--- config.mk ---
export PLATFORM = sky130hd
export DESIGN_NAME = i2c_sensor_poller
export DESIGN_NICKNAME = d
export VERILOG_FILES = /design/src/rtl/i2c_sensor_poller.sv
export SDC_FILE = /design/constraint.sdc
export NUM_CORES = 1
export LEC_CHECK = 0
export CAP_MARGIN = 40
export CORE_UTILIZATION = 53
export CTS_CLUSTER_DIAMETER = 100
export DETAILED_ROUTE_END_ITERATION = 16
export GPL_TIMING_DRIVEN = 0
export PLACE_DENSITY = 0.79
export SLEW_MARGIN = 25
export SYNTH_ARGS = -nofsm -noshare
export SYNTH_HDL_FRONTEND = slang
export SYNTH_SLANG_ARGS = --single-unit
--- constraint.sdc ---
create_clock -name clk -period 3.7 [get_ports clk]
set_input_delay 0.74 -clock clk [delete_from_list [all_inputs] [get_ports clk]]
set_output_delay 0.74 -clock clk [all_outputs]
set_load 0.02 [all_outputs]
--- src/rtl/i2c_sensor_poller.sv ---
`default_nettype none
// ============================================================================
// Module : i2c_sensor_poller
// Brief  : I2C register sequencer (burst read, convert-then-read, periodic poll)
//          driving a byte-level I2C master command interface.
// Rev    : 1.0
// ============================================================================
module i2c_sensor_poller #(
    parameter logic [6:0] DEV_ADDR       = 7'h77,
    parameter int         MAX_BYTES      = 8,
    parameter int         CONV_CYCLES    = 225000,
    parameter int         POLL_CYCLES    = 5000000,
    parameter int         TIMEOUT_CYCLES = 100000,
    parameter int         LEN_W          = $clog2(MAX_BYTES + 1),
    parameter int         IDX_W          = $clog2(MAX_BYTES)
) (
    input  logic             clk,
    input  logic             reset,
    input  logic             trig,
    input  logic             poll_en,
    input  logic             conv_en,
    input  logic [7:0]       conv_reg,
    input  logic [7:0]       conv_val,
    input  logic [7:0]       rd_reg,
    input  logic [LEN_W-1:0] rd_len,
    output logic             busy,
    output logic             done,
    output logic             nack_err,
    output logic             tmo_err,
    output logic             rd_valid,
    output logic [7:0]       rd_data,
    output logic [IDX_W-1:0] rd_idx,
    output logic [2:0]       m_cmd,
    output logic             m_valid,
    output logic [7:0]       m_wdata,
    input  logic             m_done,
    input  logic             m_ack,
    input  logic [7:0]       m_rdata
);

    localparam logic [2:0] c_cmd_start = 3'd1;
    localparam logic [2:0] c_cmd_write = 3'd2;
    localparam logic [2:0] c_cmd_rack  = 3'd3;
    localparam logic [2:0] c_cmd_rnack = 3'd4;
    localparam logic [2:0] c_cmd_stop  = 3'd5;

    localparam int c_cnt_max = (TIMEOUT_CYCLES > CONV_CYCLES)
        ? ((TIMEOUT_CYCLES > POLL_CYCLES) ? TIMEOUT_CYCLES : POLL_CYCLES)
        : ((CONV_CYCLES > POLL_CYCLES) ? CONV_CYCLES : POLL_CYCLES);
    localparam int CNT_W = $clog2(c_cnt_max + 1);

    localparam logic [CNT_W-1:0] c_conv_last = CNT_W'(CONV_CYCLES - 1);
    localparam logic [CNT_W-1:0] c_poll_last = CNT_W'(POLL_CYCLES - 1);
    localparam logic [CNT_W-1:0] c_tmo_last  = CNT_W'(TIMEOUT_CYCLES - 1);

    typedef enum logic [3:0] {
        ST_IDLE, ST_C_START, ST_C_ADDR, ST_C_REG, ST_C_VAL, ST_C_STOP, ST_WAIT,
        ST_R_START, ST_R_ADDRW, ST_R_REG, ST_R_RSTART, ST_R_ADDRR, ST_R_READ, ST_STOP
    } state_t;

    state_t             state_q, state_d;
    logic               busy_q, busy_d, done_q, done_d;
    logic               nack_q, nack_d, tmo_q, tmo_d;
    logic               rd_valid_q, rd_valid_d;
    logic [7:0]         rd_data_q, rd_data_d;
    logic [IDX_W-1:0]   rd_idx_q, rd_idx_d;
    logic [2:0]         m_cmd_q, m_cmd_d;
    logic               m_valid_q, m_valid_d;
    logic [7:0]         m_wdata_q, m_wdata_d;
    logic [7:0]         creg_q, creg_d, cval_q, cval_d, rreg_q, rreg_d;
    logic [LEN_W-1:0]   len_q, len_d;
    logic [IDX_W-1:0]   byte_cnt_q, byte_cnt_d;
    logic [CNT_W-1:0]   cnt_q, cnt_d;
    logic [2:0]         w_cmd;
    logic [7:0]         w_wdata;
    logic               w_last;

    always_ff @(posedge clk or posedge reset) begin
        if (reset) begin
            state_q    <= ST_IDLE;
            busy_q     <= 1'b0;
            done_q     <= 1'b0;
            nack_q     <= 1'b0;
            tmo_q      <= 1'b0;
            rd_valid_q <= 1'b0;
            rd_data_q  <= '0;
            rd_idx_q   <= '0;
            m_cmd_q    <= '0;
            m_valid_q  <= 1'b0;
            m_wdata_q  <= '0;
            creg_q     <= '0;
            cval_q     <= '0;
            rreg_q     <= '0;
            len_q      <= '0;
            byte_cnt_q <= '0;
            cnt_q      <= '0;
        end else begin
            state_q    <= state_d;
            busy_q     <= busy_d;
            done_q     <= done_d;
            nack_q     <= nack_d;
            tmo_q      <= tmo_d;
            rd_valid_q <= rd_valid_d;
            rd_data_q  <= rd_data_d;
            rd_idx_q   <= rd_idx_d;
            m_cmd_q    <= m_cmd_d;
            m_valid_q  <= m_valid_d;
            m_wdata_q  <= m_wdata_d;
            creg_q     <= creg_d;
            cval_q     <= cval_d;
            rreg_q     <= rreg_d;
            len_q      <= len_d;
            byte_cnt_q <= byte_cnt_d;
            cnt_q      <= cnt_d;
        end
    end

    // Command and write byte implied by the current sequencer step
    always_comb begin
        w_last  = (LEN_W'(byte_cnt_q) == len_q - LEN_W'(1));
        w_cmd   = c_cmd_write;
        w_wdata = 8'h00;
        case (state_q)
            ST_C_START, ST_R_START, ST_R_RSTART: w_cmd = c_cmd_start;
            ST_C_STOP, ST_STOP:                  w_cmd = c_cmd_stop;
            ST_R_READ:  w_cmd = w_last ? c_cmd_rnack : c_cmd_rack;
            ST_C_ADDR, ST_R_ADDRW: w_wdata = {DEV_ADDR, 1'b0};
            ST_C_REG:   w_wdata = creg_q;
            ST_C_VAL:   w_wdata = cval_q;
            ST_R_REG:   w_wdata = rreg_q;
            ST_R_ADDRR: w_wdata = {DEV_ADDR, 1'b1};
            default:    w_wdata = 8'h00;
        endcase
    end

    always_comb begin
        state_d    = state_q;
        busy_d     = busy_q;
        done_d     = 1'b0;
        nack_d     = nack_q;
        tmo_d      = tmo_q;
        rd_valid_d = 1'b0;
        rd_data_d  = rd_data_q;
        rd_idx_d   = rd_idx_q;
        m_cmd_d    = m_cmd_q;
        m_valid_d  = m_valid_q;
        m_wdata_d  = m_wdata_q;
        creg_d     = creg_q;
        cval_d     = cval_q;
        rreg_d     = rreg_q;
        len_d      = len_q;
        byte_cnt_d = byte_cnt_q;
        cnt_d      = cnt_q;
        case (state_q)
            ST_IDLE: begin
                cnt_d = poll_en ? cnt_q + CNT_W'(1) : '0;
                if (trig || (poll_en && cnt_q == c_poll_last)) begin
                    creg_d     = conv_reg;
                    cval_d     = conv_val;
                    rreg_d     = rd_reg;
                    if (rd_len == '0)
                        len_d = LEN_W'(1);
                    else if (rd_len > LEN_W'(MAX_BYTES))
                        len_d = LEN_W'(MAX_BYTES);
                    else
                        len_d = rd_len;
                    nack_d     = 1'b0;
                    tmo_d      = 1'b0;
                    busy_d     = 1'b1;
                    cnt_d      = '0;
                    byte_cnt_d = '0;
                    state_d    = conv_en ? ST_C_START : ST_R_START;
                end
            end
            ST_WAIT: begin
                if (cnt_q == c_conv_last) begin
                    cnt_d   = '0;
                    state_d = ST_R_START;
                end else begin
                    cnt_d = cnt_q + CNT_W'(1);
                end
            end
            default: begin
                if (!m_valid_q) begin
                    m_valid_d = 1'b1;
                    m_cmd_d   = w_cmd;
                    m_wdata_d = w_wdata;
                    cnt_d     = '0;
                end else if (m_done) begin
                    m_valid_d = 1'b0;
                    cnt_d     = '0;
                    if (m_cmd_q == c_cmd_write && !m_ack) begin
                        nack_d  = 1'b1;
                        state_d = ST_STOP;
                    end else begin
                        case (state_q)
                            ST_C_START:  state_d = ST_C_ADDR;
                            ST_C_ADDR:   state_d = ST_C_REG;
                            ST_C_REG:    state_d = ST_C_VAL;
                            ST_C_VAL:    state_d = ST_C_STOP;
                            ST_C_STOP:   state_d = ST_WAIT;
                            ST_R_START:  state_d = ST_R_ADDRW;
                            ST_R_ADDRW:  state_d = ST_R_REG;
                            ST_R_REG:    state_d = ST_R_RSTART;
                            ST_R_RSTART: state_d = ST_R_ADDRR;
                            ST_R_ADDRR:  state_d = ST_R_READ;
                            ST_R_READ: begin
                                rd_valid_d = 1'b1;
                                rd_data_d  = m_rdata;
                                rd_idx_d   = byte_cnt_q;
                                if (w_last)
                                    state_d = ST_STOP;
                                else
                                    byte_cnt_d = byte_cnt_q + IDX_W'(1);
                            end
                            default: begin
                                done_d  = 1'b1;
                                busy_d  = 1'b0;
                                state_d = ST_IDLE;
                            end
                        endcase
                    end
                end else if (cnt_q == c_tmo_last) begin
                    // Abandon the bus without a STOP: the master is presumed stuck
                    tmo_d     = 1'b1;
                    m_valid_d = 1'b0;
                    done_d    = 1'b1;
                    busy_d    = 1'b0;
                    cnt_d     = '0;
                    state_d   = ST_IDLE;
                end else begin
                    cnt_d = cnt_q + CNT_W'(1);
                end
            end
        endcase
    end

    assign busy     = busy_q;
    assign done     = done_q;
    assign nack_err = nack_q;
    assign tmo_err  = tmo_q;
    assign rd_valid = rd_valid_q;
    assign rd_data  = rd_data_q;
    assign rd_idx   = rd_idx_q;
    assign m_cmd    = m_cmd_q;
    assign m_valid  = m_valid_q;
    assign m_wdata  = m_wdata_q;

endmodule
`default_nettype wire
==> results of run 1 <==
==> area by class of cell <==
class                           instances  area, µm²  area share
Buffer                                 17        128      0.0239
Clock buffer                            9        124      0.0232
Clock inverter                          7       57.6      0.0108
Inverter                               13       51.3     0.00960
Multi-Input combinational cell        288       1970       0.369
Sequential cell                        86       2150       0.403
Tap cell                              102        128      0.0239
Timing Repair Buffer                   72        733       0.137
==> per-layer routing <==
layer | share of wire | wire length, µm | vias up | global-route usage
met5 | 0 | 0 | - | 0
met4 | 0.016 | 153 | 0 | 0.0872
met3 | 0.035 | 338 | 14 | 0.0348
met2 | 0.46 | 4440 | 74 | 0.361
met1 | 0.48 | 4640 | 1652 | 0.377
li1 | - | - | 1595 | -
==> final timing paths <==
check | cells after the start | slack [ps] | endpoint | startpoint
max in group asynchronous | 3 | 2330 | rd_idx[1] | reset
max | 7 | 1060 | cval_q[6] | poll_en
min in group asynchronous | 2 | 760 | cnt_q[3] | reset
min | 1 | 450 | cnt_q[0] | cnt_q[0]
min reg2reg | 1 | 450 | cnt_q[0] | cnt_q[0]
max reg2reg | 6 | 1150 | cval_q[6] | cnt_q[12]
==> synthesized netlist by cell type (2+ instances only) <==
library cell                n
sky130_fd_sc_hd__a211oi_1   2
sky130_fd_sc_hd__a21oi_1    9
sky130_fd_sc_hd__a21oi_4    2
sky130_fd_sc_hd__a22o_1     7
sky130_fd_sc_hd__a22oi_1    7
sky130_fd_sc_hd__a31oi_1    5
sky130_fd_sc_hd__and2_1     5
sky130_fd_sc_hd__and2b_2    2
sky130_fd_sc_hd__and3_1     6
sky130_fd_sc_hd__buf_2      4
sky130_fd_sc_hd__buf_4      4
sky130_fd_sc_hd__buf_6      4
sky130_fd_sc_hd__clkbuf_1   3
sky130_fd_sc_hd__dfrtp_1   86
sky130_fd_sc_hd__ha_1       3
sky130_fd_sc_hd__inv_1     13
sky130_fd_sc_hd__mux2_1     2
sky130_fd_sc_hd__mux2_2    35
sky130_fd_sc_hd__mux2_4     2
sky130_fd_sc_hd__nand2_1   32
sky130_fd_sc_hd__nand2b_1   2
sky130_fd_sc_hd__nand3_1   13
sky130_fd_sc_hd__nand3b_1   4
sky130_fd_sc_hd__nand4_1    4
sky130_fd_sc_hd__nor2_1    53
sky130_fd_sc_hd__nor2b_1    3
sky130_fd_sc_hd__nor3_1     9
sky130_fd_sc_hd__nor4_1     4
sky130_fd_sc_hd__nor4b_1    3
sky130_fd_sc_hd__o21ai_0   18
sky130_fd_sc_hd__o31ai_1    3
sky130_fd_sc_hd__or3_1      3
sky130_fd_sc_hd__xnor2_1   16
sky130_fd_sc_hd__xor2_1     9
==> kinds of logic (layout without fill, tap and decap cells) <==
group	Yosys count	count (layout)
mux	40	40
compound gates	67	67
buf+inv	30	118
fa+ha+maj	3	3
xor+xnor	25	25
simple gates	153	153
flops	86	86
==> metrics by stage <==
| stage | setup WS, ps | utilization | instances |
|---|---|---|---|
| finish | 1060 | 0.688 | 594 |
| global route | 963 | 0.688 | 594 |
| CTS | 1110 | 0.688 | 594 |
| detailed placement | 731 | 0.665 | 578 |
| global placement | -515 | 0.660 | 576 |
| floorplan | 738 | - | 404 |
==> sequential cells by signal, indices dropped and copies added (netlist names), 4 cells and up <==
register and cells:
cval_q 8, rreg_q 8, cnt_q 23, rd_data 8, m_wdata 8, state_q 4, creg_q 8, len_q 4
==> power by group through the flow <==
stage	combinational (µW)	sequential [µW]	clock [µW]
finish	1810	1420	611
global route	1980	1460	670
CTS	1810	1420	626
detailed placement	1800	1440	0
global placement	1750	1420	0
floorplan	1120	1530	0
==> run metrics, run 1 <==
DRT Wirelength 9570 µm; run status completed; Starting DRT DRC Count 174; share of the synthesized area in compound gates (AO/OA/AOI/OAI) 0.112; cell family with most CP delay buffers and inverters; worst min path class reg2reg; Chip Height 92.0 µm; number of antenna cells inserted 0; Slowest-stage cell, CP sky130_fd_sc_hd__clkdlybuf4s50_1; worst max-slew margin expressed relative to the limit 0.465; total of flip-flops plus latches after synthesis 86; power dissipated by switching net loads 1490 µW; Cells after Synth 404; simple-gate share of the synthesized area 0.180; fraction of registers with async set or reset after synthesis 1.00; routed via count divided by cell count 5.61; Post-Synth Adder-Cell Area 0.00874; core area 0.00777 mm²; arrival time of the worst setup path 2880 ps; Required @ worst endpoint 3940 ps; starting utilization of the core area 0.553; nature of the critical path startpoint primary input; proportion of total power due to net switching 0.389; cell taking the most area after synthesis sky130_fd_sc_hd__dfrtp_1; actual slew at the worst max-slew pin 801 ps; PwrDens 718 mW/mm²; crit path kind in2reg; Final Skew 12.2 ps; Post-synth EDFFs 0; Max-cap violations 0; sum of negative setup slack 0 ps; number of instances resized during post-cts repair 0; Mapped Area 0.00430 mm²; leakage component of the power 0.00228 µW; IO Count 71; slowest cell delay on critical path 490 ps; pin count of the biggest net entering global routing 52; area share of the leading cell type in the synthesized netlist 0.501; Remaining DRCs 0; layout cell share with drive strength beyond 1 0.171; drt wl/cell 16.1 µm; number of clock sinks seen by CTS 86; latest clock arrival within the worst-skew pair 360 ps; power after layout 3840 µW; crit-path max FO 10; hold slack final 452 ps; first-pass GRT wire length 16,400 µm; detailed-route via count 3,335; floorplan row count 32; global route total overflow 0; hold violation count in the final report 0; GPL Wtd Cong 0.894; total count of max-transition violations in the final report 0; count of H-tree levels built during CTS 3; largest cells by area after synthesis sky130_fd_sc_hd__dfrtp_1, sky130_fd_sc_hd__mux2_2, sky130_fd_sc_hd__nor2_1; total of fill cells in the finished design 623; hold-fix buffer count after cts 0; min Tclk post-route 2640 ps; sequential fraction of the synthesis area 0.501; cell-internal power 2350 µW; Clk network pwr share 0.159; unrepaired setup endpoints after global routing false; detailed-router iteration count before antenna repair 4; clock transition at the registers of the reported paths 80 ps; fraction of synthesized area in multiplexers 0.106; critical path, cell by cell clkdlybuf4s50_1 -> nand4_1 -> nor4b_1 -> nand3_2 -> a21oi_4 -> buf_4 -> mux2_2; Post-DRT Antenna Nets 0; CTS tree yes; xor-xnor portion of the synthesized cell area 0.0510; total buffers and inverters traversed by the critical path 2; crit end category flop; buffer levels on the longest clock path 2; combinational share of power 0.471; max frequency 379 MHz; peak supply drop 0.396 mV; main combinational cell family by area after synthesis simple AND/OR/NAND/NOR gates; synth warn 0; number of buffers added for setup after CTS 0; count of nets after finishing 533; initial antenna violation count 0; most frequent cells in the layout sky130_fd_sc_hd__dfrtp_1, sky130_fd_sc_hd__clkdlybuf4s50_1, sky130_fd_sc_hd__nor2_1; Synth Flop Type sky130_fd_sc_hd__dfrtp_1; Total GRT Usage 0.247; Synth cell types 61; buffer type at the clock tree root sky130_fd_sc_hd__clkbuf_8; clock buffer count from CTS 9; Final Setup Violations 0; count of buffers from port buffering 70; Horiz. Die Dim 92.0 µm; final cell area excluding filler cells 0.00535 mm²; growth of design area from synthesis to finish 24.5%; via count of the first global-routing pass 3,307; HPWL after detailed placement 7050 µm; average cell area after synthesis 10.6 µm²; share of the clock period used by the worst path 0.713; portion of total power attributed to sequential cells 0.370; synthesized netlist net count 450; area of placed instances 0.00516 mm²; most common library cell in the layout ignoring fill and taps sky130_fd_sc_hd__dfrtp_1; floorplan die area 0.00847 mm²
Note: power is estimated with default switching activity, not from simulation.
==> run 2, diff against run 1 <==
Settings changed: CORE_UTILIZATION 53 to 48, PLACE_DENSITY 0.79 to 0.76.
Clock period 3.7 ns to 2.4 ns, I/O delays scaled along.
==> run metrics, run 2 (synthesis results as in run 1) <==
run status completed; top register by number of flip-flops cnt_q; clock buffer count from CTS 9 (unchanged); layout cell share with drive strength beyond 1 0.202 (+0.0313); peak supply drop 0.641 mV (+62%); crit-path max FO 4 (-6); leakage component of the power 0.00236 µW (+3.8%); sum of negative setup slack 0 ps (unchanged); buffer type at the clock tree root sky130_fd_sc_hd__clkbuf_8; count of buffers from port buffering 70 (unchanged); latest clock arrival within the worst-skew pair 360 ps (about the same); detailed-router iteration count before antenna repair 6 (+2); max frequency 428 MHz; WL met2 4670 µm (+5.0%); R2R Path Start len_q[0]; core area 0.00868 mm² (+12%); Total GRT Usage 0.225 (-0.0225); count of nets after finishing 541 (+1.5%); initial antenna violation count 0 (unchanged); Starting DRT DRC Count 178 (+2.3%); detailed-route via count 3,425 (+2.7%); hold-fix buffer count after cts 0 (unchanged); unrepaired setup endpoints after global routing true; M1 wire length 4320 µm (-6.7%); number of antenna cells inserted 0 (unchanged); most frequent cells in the layout sky130_fd_sc_hd__dfrtp_1, sky130_fd_sc_hd__clkdlybuf4s50_1, sky130_fd_sc_hd__nor2_1; crit end category flop; Worst setup startpoint len_q[0]; nature of the critical path startpoint flop; crit path kind reg2reg; drt wl/cell 16.1 µm (+0.19%); DRT Wirelength 9820 µm (+2.5%); CTS tree yes; Horiz. Die Dim 96.6 µm (+5.0%); buffer levels on the longest clock path 2 (unchanged); Chip Height 96.6 µm (+5.0%); global route total overflow 0 (unchanged); hold violation count in the final report 0 (unchanged); starting utilization of the core area 0.495 (-0.0580); routed via count divided by cell count 5.63 (+0.33%); most common library cell in the layout ignoring fill and taps sky130_fd_sc_hd__dfrtp_1; GPL Wtd Cong 0.914 (+2.2%); min Tclk post-route 2340 ps; share of the clock period used by the worst path 0.973; floorplan die area 0.00933 mm² (+10%); via count of the first global-routing pass 3,213 (-2.8%); worst-case setup margin in the final layout 64.6 ps (-997 ps); Post-DRT Antenna Nets 0 (unchanged); growth of design area from synthesis to finish 29.1%; total length of routed met3 wires 593 µm (+75%); worst max-slew margin expressed relative to the limit 0.499 (+0.0345); number of flip-flops under the largest register name 23 (unchanged); Remaining DRCs 0 (unchanged); pre-CTS worst setup slack -286 ps (-1020 ps); IO Count 71 (unchanged); top sig layer met4; total count of max-transition violations in the final report 0 (unchanged); critical hold path startpoint cnt_q[0]; Final Setup Violations 0 (unchanged); HPWL after detailed placement 6970 µm (-1.2%); Final Skew 9.20 ps (-3.04 ps); PwrDens 1150 mW/mm² (+60%); first-pass GRT wire length 15,800 µm (-3.4%); arrival time of the worst setup path 2580 ps (-300 ps); actual slew at the worst max-slew pin 749 ps (-51.7 ps); count of H-tree levels built during CTS 3 (unchanged); Max-cap violations 0 (unchanged); clock transition at the registers of the reported paths 90 ps (about the same); worst min path class reg2reg; post-layout util 0.639 (-0.0495); number of clock sinks seen by CTS 86 (unchanged); Required @ worst endpoint 2640 ps (-1300 ps); pin count of the biggest net entering global routing 33 (-37%); floorplan row count 34 (+6.3%)
-- run 2: cell types whose count changed in the layout (fill, tap and decap cells not counted), moves of 2 or more --
cell                        previous run  this run
sky130_fd_sc_hd__buf_4                 4        13
sky130_fd_sc_hd__buf_2                 5         3
sky130_fd_sc_hd__bufinv_16             0         3
sky130_fd_sc_hd__buf_12                0         2
-- run 2: worst max-delay path, cell delays in order, from the launching register on --
cell	delay (ps)
sky130_fd_sc_hd__dfrtp_1	420
sky130_fd_sc_hd__inv_1	110
sky130_fd_sc_hd__ha_1	240
sky130_fd_sc_hd__xor2_2	200
sky130_fd_sc_hd__a2111oi_2	310
sky130_fd_sc_hd__o31a_2	240
sky130_fd_sc_hd__o221ai_2	140
sky130_fd_sc_hd__a21oi_4	240
sky130_fd_sc_hd__mux2_4	310
-- run 2: timing repair --
item	in CTS	in global routing
cloned	0	0
resized for setup	4	9
pin swaps	3	5
setup endpoints to repair	42	36
buffers inserted	5	2
-- run 2: cell type report --
| cell class | instances | area, µm² |
|---|---|---|
| fillers | 696 | 3130 |
| flip-flops and latches | 86 | 2150 |
| multi-input cells | 288 | 2030 |
| repair buffers | 80 | 798 |
| clock buffers | 10 | 138 |
| well taps | 108 | 135 |
| plain buffers | 17 | 133 |
| clock inverters | 6 | 109 |
| inverters | 13 | 52.6 |
-- run 2: where the power goes --
group | total [µW] | leakage [µW] | internal (µW) | switching (µW)
combinational | 2930 | 0.00112 | 1430 | 1500
clock | 1240 | 0.000126 | 718 | 517
sequential | 2210 | 0.00112 | 1910 | 292
-- run 2: stage by stage --
step	std cells	total power [µW]	hold slack, ps	area [µm²]
after global routing	608	6800	475	5540
after CTS	606	6310	456	5490
after detailed placement	585	4970	443	5190
final	608	6370	453	5540
after floorplan	404	4080	424	4300
after global placement	582	4870	434	5130
-- run 2: layer usage --
metal / vias to the layer above / global-route usage
met4: 0 / 0.0993
met5: - / 0
met2: 118 / 0.357
li1: 1617 / -
met3: 17 / 0.0430
met1: 1673 / 0.299
-- run 2: worst paths after layout --
| path | endpoint | slack (ps) | depth (start not counted) |
|---|---|---|---|
| max reg2reg | state_q[0] | 60 | 8 |
| max in group asynchronous | m_wdata[6] | 1240 | 3 |
| min in group asynchronous | cnt_q[20] | 570 | 2 |
| min reg2reg | cnt_q[0] | 450 | 1 |
| max | state_q[0] | 60 | 8 |
| min | cnt_q[0] | 450 | 1 |
